File: src/rtl/pipe_pkg.sv
// Shared pipeline types for the ID/EX stage: control bundle,
// ALU op-class encodings and register-zero / bubble constants.
package pipe_pkg;

   localparam logic [1:0] ALUOP_ADD    = 2'b00;
   localparam logic [1:0] ALUOP_BRANCH = 2'b01;
   localparam logic [1:0] ALUOP_RTYPE  = 2'b10;
   localparam logic [1:0] ALUOP_ITYPE  = 2'b11;

   localparam int unsigned REG_ZERO = 0;

   typedef struct packed {
      logic       regwrite;
      logic       memread;
      logic       memwrite;
      logic       memtoreg;
      logic       branch;
      logic       alusrc;
      logic [1:0] aluop;
      logic [3:0] funct;
   } idex_ctrl_t;

   localparam idex_ctrl_t BUBBLE_CTRL = '0;

endpackage

File: src/rtl/hazard_detect.sv
// Combinational load-use hazard detection and PC / IF-ID write enables.
// A taken-branch flush overrides a load-use stall so the PC takes the target.
module hazard_detect
   import pipe_pkg::*;
#(
   parameter int REGW = 5
) (
   input  logic            idex_valid,
   input  logic            idex_memread,
   input  logic [REGW-1:0] idex_rd,
   input  logic            id_valid,
   input  logic [REGW-1:0] id_rs1,
   input  logic [REGW-1:0] id_rs2,
   input  logic            ex_branch_taken,
   input  logic            ext_stall,
   output logic            load_use_stall,
   output logic            pc_write,
   output logic            ifid_write
);

   logic rd_match;

   assign rd_match = (idex_rd == id_rs1) | (idex_rd == id_rs2);

   assign load_use_stall = idex_valid & idex_memread
                         & (idex_rd != REGW'(REG_ZERO))
                         & id_valid & rd_match;

   assign pc_write   = ~ext_stall & (~load_use_stall | ex_branch_taken);
   assign ifid_write = pc_write;

endmodule

File: src/rtl/id_ex_stage.sv
// ID/EX pipeline register with load-use bubble and flush insertion.
// Define ID_EX_STALL_CNT_EN to add saturating bubble counters.
module id_ex_stage
   import pipe_pkg::*;
#(
   parameter int XLEN = 64,
   parameter int REGW = 5
) (
   input  logic            clk,
   input  logic            reset,
   input  logic            id_valid,
   input  logic [REGW-1:0] id_rs1,
   input  logic [REGW-1:0] id_rs2,
   input  logic [REGW-1:0] id_rd,
   input  logic [XLEN-1:0] id_rs1_data,
   input  logic [XLEN-1:0] id_rs2_data,
   input  logic [XLEN-1:0] id_imm,
   input  logic [XLEN-1:0] id_pc,
   input  logic            id_regwrite,
   input  logic            id_memread,
   input  logic            id_memwrite,
   input  logic            id_memtoreg,
   input  logic            id_branch,
   input  logic            id_alusrc,
   input  logic [1:0]      id_aluop,
   input  logic [3:0]      id_funct,
   input  logic            ex_branch_taken,
   input  logic            ext_stall,
   output logic            idex_valid,
   output logic [REGW-1:0] idex_rs1,
   output logic [REGW-1:0] idex_rs2,
   output logic [REGW-1:0] idex_rd,
   output logic [XLEN-1:0] idex_rs1_data,
   output logic [XLEN-1:0] idex_rs2_data,
   output logic [XLEN-1:0] idex_imm,
   output logic [XLEN-1:0] idex_pc,
   output logic            idex_regwrite,
   output logic            idex_memread,
   output logic            idex_memwrite,
   output logic            idex_memtoreg,
   output logic            idex_branch,
   output logic            idex_alusrc,
   output logic [1:0]      idex_aluop,
   output logic [3:0]      idex_funct,
   output logic            pc_write,
   output logic            ifid_write,
   output logic            load_use_stall
`ifdef ID_EX_STALL_CNT_EN
   ,
   output logic [31:0]     lu_bubble_cnt,
   output logic [31:0]     flush_bubble_cnt
`endif
);

   logic            valid_q, valid_d;
   logic [REGW-1:0] rs1_q, rs1_d;
   logic [REGW-1:0] rs2_q, rs2_d;
   logic [REGW-1:0] rd_q, rd_d;
   logic [XLEN-1:0] rs1_data_q, rs1_data_d;
   logic [XLEN-1:0] rs2_data_q, rs2_data_d;
   logic [XLEN-1:0] imm_q, imm_d;
   logic [XLEN-1:0] pc_q, pc_d;
   idex_ctrl_t      ctrl_q, ctrl_d;
   idex_ctrl_t      id_ctrl;
   logic            bubble;

   hazard_detect #(.REGW(REGW)) u_hazard (
      .idex_valid      (valid_q),
      .idex_memread    (ctrl_q.memread),
      .idex_rd         (rd_q),
      .id_valid        (id_valid),
      .id_rs1          (id_rs1),
      .id_rs2          (id_rs2),
      .ex_branch_taken (ex_branch_taken),
      .ext_stall       (ext_stall),
      .load_use_stall  (load_use_stall),
      .pc_write        (pc_write),
      .ifid_write      (ifid_write)
   );

   assign bubble = ex_branch_taken | load_use_stall;

   always_comb begin
      id_ctrl          = BUBBLE_CTRL;
      id_ctrl.regwrite = id_regwrite & id_valid;
      id_ctrl.memread  = id_memread  & id_valid;
      id_ctrl.memwrite = id_memwrite & id_valid;
      id_ctrl.memtoreg = id_memtoreg & id_valid;
      id_ctrl.branch   = id_branch   & id_valid;
      id_ctrl.alusrc   = id_alusrc   & id_valid;
      id_ctrl.aluop    = id_aluop;
      id_ctrl.funct    = id_funct;
   end

   always_comb begin
      valid_d    = valid_q;
      rs1_d      = rs1_q;
      rs2_d      = rs2_q;
      rd_d       = rd_q;
      rs1_data_d = rs1_data_q;
      rs2_data_d = rs2_data_q;
      imm_d      = imm_q;
      pc_d       = pc_q;
      ctrl_d     = ctrl_q;
      if (ext_stall) begin
         valid_d = valid_q;
      end else if (bubble) begin
         // Zeroed indices keep forwarding from matching on a bubble.
         valid_d    = 1'b0;
         rs1_d      = '0;
         rs2_d      = '0;
         rd_d       = '0;
         rs1_data_d = '0;
         rs2_data_d = '0;
         imm_d      = '0;
         pc_d       = '0;
         ctrl_d     = BUBBLE_CTRL;
      end else begin
         valid_d    = id_valid;
         rs1_d      = id_rs1;
         rs2_d      = id_rs2;
         rd_d       = id_rd;
         rs1_data_d = id_rs1_data;
         rs2_data_d = id_rs2_data;
         imm_d      = id_imm;
         pc_d       = id_pc;
         ctrl_d     = id_ctrl;
      end
   end

   always_ff @(posedge clk) begin
      if (reset) begin
         valid_q    <= 1'b0;
         rs1_q      <= '0;
         rs2_q      <= '0;
         rd_q       <= '0;
         rs1_data_q <= '0;
         rs2_data_q <= '0;
         imm_q      <= '0;
         pc_q       <= '0;
         ctrl_q     <= BUBBLE_CTRL;
      end else begin
         valid_q    <= valid_d;
         rs1_q      <= rs1_d;
         rs2_q      <= rs2_d;
         rd_q       <= rd_d;
         rs1_data_q <= rs1_data_d;
         rs2_data_q <= rs2_data_d;
         imm_q      <= imm_d;
         pc_q       <= pc_d;
         ctrl_q     <= ctrl_d;
      end
   end

   assign idex_valid    = valid_q;
   assign idex_rs1      = rs1_q;
   assign idex_rs2      = rs2_q;
   assign idex_rd       = rd_q;
   assign idex_rs1_data = rs1_data_q;
   assign idex_rs2_data = rs2_data_q;
   assign idex_imm      = imm_q;
   assign idex_pc       = pc_q;
   assign idex_regwrite = ctrl_q.regwrite;
   assign idex_memread  = ctrl_q.memread;
   assign idex_memwrite = ctrl_q.memwrite;
   assign idex_memtoreg = ctrl_q.memtoreg;
   assign idex_branch   = ctrl_q.branch;
   assign idex_alusrc   = ctrl_q.alusrc;
   assign idex_aluop    = ctrl_q.aluop;
   assign idex_funct    = ctrl_q.funct;

`ifdef ID_EX_STALL_CNT_EN
   logic [31:0] lu_cnt_q, lu_cnt_d;
   logic [31:0] fl_cnt_q, fl_cnt_d;

   // A flush takes credit for a bubble even when a load-use is also pending.
   always_comb begin
      lu_cnt_d = lu_cnt_q;
      fl_cnt_d = fl_cnt_q;
      if (!ext_stall && ex_branch_taken) begin
         if (fl_cnt_q != '1) fl_cnt_d = fl_cnt_q + 32'd1;
      end else if (!ext_stall && load_use_stall) begin
         if (lu_cnt_q != '1) lu_cnt_d = lu_cnt_q + 32'd1;
      end
   end

   always_ff @(posedge clk) begin
      if (reset) begin
         lu_cnt_q <= '0;
         fl_cnt_q <= '0;
      end else begin
         lu_cnt_q <= lu_cnt_d;
         fl_cnt_q <= fl_cnt_d;
      end
   end

   assign lu_bubble_cnt    = lu_cnt_q;
   assign flush_bubble_cnt = fl_cnt_q;
`endif

endmodule

File: config.mk
export PLATFORM = sky130hd
export DESIGN_NAME = id_ex_stage
export DESIGN_NICKNAME = d
export VERILOG_FILES = /design/src/rtl/pipe_pkg.sv /design/src/rtl/hazard_detect.sv /design/src/rtl/id_ex_stage.sv
export SDC_FILE = /design/constraint.sdc
export NUM_CORES = 1
export LEC_CHECK = 0
export BUFFER_PORTS_ARGS = -buffer_cell sky130_fd_sc_hd__buf_2
export CORE_AREA = 2 2 221 223
export CTS_CLUSTER_SIZE = 20
export DETAILED_ROUTE_END_ITERATION = 8
export DIE_AREA = 0 0 223 225
export PLACE_DENSITY = 0.4
export REMOVE_ABC_BUFFERS = 1
export SLEW_MARGIN = 15
export SYNTH_ARGS = -nofsm -noshare
export SYNTH_HDL_FRONTEND = slang
export SYNTH_SLANG_ARGS = --single-unit
File: constraint.sdc
create_clock -name clk -period 1.9 [get_ports clk]
set_input_delay 0 -clock clk [delete_from_list [all_inputs] [get_ports clk]]
set_output_delay 0 -clock clk [all_outputs]
set_load 0.03 [all_outputs]
==> results.cfg <==
[run_status]
status = finished, violations left
violations = setup timing

[place]
port_buffers = 574
dpl.hpwl_mm = 24.5
placed_cells_incl_taps = 1833
gp_congestion = 0.761

[synthesis]
ys_seq_area_frac = 0.644
avgSynthCellArea_um2 = 13.4
synth_area_um2 = 8820
yosysWarnings = 0
synth_cell_types = 17
synthArstFlopShare = 0
synth_top_cells_by_count = 284 x dfxtp_1, 278 x a22o_1, 32 x clkbuf_1
synth_top_area_share = 0.644
synth.most_common_cell = dfxtp_1
yosys-top-cells-area = dfxtp_1 64%, a22o_1 28%, buf_6 3.4%
postSynthCellCount = 657
synth_top_area_cell = dfxtp_1
synth_edf_count = 0
synth_top_flop_cell = dfxtp_1
ys_ff_latch = 284

[finish]
syn2layout_area_growth_pct = 102
multi_input_area_um2 = 2710
drive_gt1_frac = 0.459
nFillCells = 4628
finalNetCount = 1880
utilization = 0.374
seq_area_um2 = 5700
finalNonFillerCells = 2231

[cts]
htreeDepth = 2
clock_sinks = 284
clk-insertion-delay-late_ns = 0.52
clkSlewWorstSetupHoldPaths_ns = 0.06
cts-root-buf = clkbuf_16
cts_buffers = 34
cts_tree = built
clk_path_buf_depth = 3

[die]
dieArea_um2 = 50200
chipHeight_um = 225
coreArea_um2 = 47500
fp.dieW_um = 223
start_util = 0.186
ios = 575
fp-row-count = 80

[power_and_ir_drop]
p_int_mw = 11.4
powerDensity_nw_per_um2 = 854
p_seq_frac = 0.416
pwr-share-comb = 0.154
vdd_drop_max_uv = 608
swShare = 0.250
clkPwrFrac = 0.430
leakagePower_nw = 8.55
switchingPower_mw = 3.81

[global_route]
grt-ovfl-total = 0
antenna_found_initial = 2
track_usage = 0.145
grt_pass1_vias = 9922
grt_max_degree = 38
grt_pass1_wl_mm = 56.7

[critical_path]
arrival_ns = 2.61
end_kind = flip-flop
required_ns = 2.36
cp_max_fo = 5
cp-start-kind = flip-flop
crit_type = reg2reg

[timing]
hold_viol_final = 0
grt_setup_unrepaired = true
whs_ns = 0.150
slew_viol_final = 0
relSlewSlack = 0.718
max_freq_mhz = 464
worst_pin_slew_ns = 0.422
post-route-min-period_ns = 2.15
clock_skew_ns = 0.0105
layout_setup_ws_ns = -0.254
setup-violations-final = 286
post-route-period-util = 1.13
tns_ns = -36.60

[detailed_routing]
drcViolationCount = 0
vias = 9157
post_drt_via_cell_ratio = 4.10
wire_per_inst_um = 17.5
dr.first_iter.drc_count = 355
finalWirelength_mm = 38.9
firstDrtPassIters = 4
drtAntennaViolNets = 0

[worst_hold_path]
min_path_type = in2reg

[run]
maxCapViolCount = 0
-- flip-flops by register name, indices dropped and copies added (netlist names), 2 cells and up --
| signal | count |
|---|---|
| idex_rd | 5 |
| idex_rs1_data | 64 |
| idex_pc | 64 |
| idex_imm | 64 |
| idex_rs2 | 5 |
| idex_funct | 4 |
| idex_rs2_data | 64 |
| idex_aluop | 2 |
| idex_rs1 | 5 |
-- worst paths after layout --
kind                                   startpoint           endpoint  slack (ns)  cells after the start
worst max-delay path                   idex_rd[4]        idex_pc[22]       -0.25                     10
worst min-delay path                    ext_stall        idex_pc[23]        0.15                      4
worst max register to register         idex_rd[4]        idex_pc[22]       -0.25                     10
worst min register to register  idex_rs2_data[39]  idex_rs2_data[39]        0.47                      1
-- final cells by class --
cell class              count  area share
diodes                      1    0.000141
clock buffers              57      0.0607
clock inverters             2     0.00197
multi-input cells         307       0.152
flip-flops and latches    284       0.320
well taps                 615      0.0432
repair buffers            965       0.421
-- through the flow --
step	total power [mW]	cell area (um^2)	setup WS (ns)
6_report	15.2	17800	-0.254
5_1_grt	15.8	17800	-0.322
4_1_cts	15.4	17600	-0.304
3_5_place_dp	8.07	12600	-0.0735
3_3_place_gp	8.08	12600	-0.0353
2_1_floorplan	7.30	8340	-8.18
-- cells by family (layout without fill, tap and decap cells) --
kind of cell / Yosys count / count (layout) / synth area share
compound gates: 287 / 287 / 0.285
flops: 284 / 284 / 0.644
buf+inv: 66 / 1024 / 0.0547
xor+xnor: 10 / 10 / 0.00993
simple gates: 10 / 10 / 0.00553
other cells: 0 / 1 / 0
-- cell usage in the layout, fill, tap and decap left out, drive strengths merged --
cell,Yosys,final
dfxtp,284,284
a22o,278,278
a22oi,1,1
o21a,1,1
o2111ai,1,1
or4,1,1
buf,34,670
nor2,4,4
a32o,6,6
nor3,4,4
xor2,10,10
dlygate4sd3,0,286
clkbuf,32,66
nor2b,1,1
bufinv,0,1
clkinv,0,1
diode,0,1
-- routing by layer --
metal / part of all wire / global-route usage
met2: 0.50 / 0.259
met3: 0.070 / 0.0441
met5: 0.00033 / 0
met4: 0.029 / 0.0537
met1: 0.40 / 0.162
-- what timing repair did --
item / 4_1_cts / 5_1_grt
resized for setup: 47 / 60
cloned: 21 / 10
hold endpoints to repair: 284 / 0
hold buffers: 286 / 0
setup buffers: 23 / 16
endpoints found under the setup margin: 265 / 287
pin swaps: 5 / 185
-- power by group through the flow --
stage / Clock (mW) / Sequential (mW) / Combinational, mW
5_1_grt: 7.00 / 6.35 / 2.48
4_1_cts: 6.76 / 6.32 / 2.32
2_1_floorplan: 0 / 6.90 / 0.399
3_5_place_dp: 0 / 6.44 / 1.63
3_3_place_gp: 0 / 6.45 / 1.63
6_report: 6.53 / 6.33 / 2.34
-- critical path, cell delays in order (launching register included) --
cell       delay, ns
dfxtp_4         0.36
or4_4           0.51
o2111ai_2       0.20
buf_4           0.15
o21a_4          0.15
buf_12          0.12
buf_12          0.11
buf_16          0.14
buf_12          0.11
buf_16          0.11
a22o_1          0.13
No activity file was read; power rests on OpenSTA's default activity.
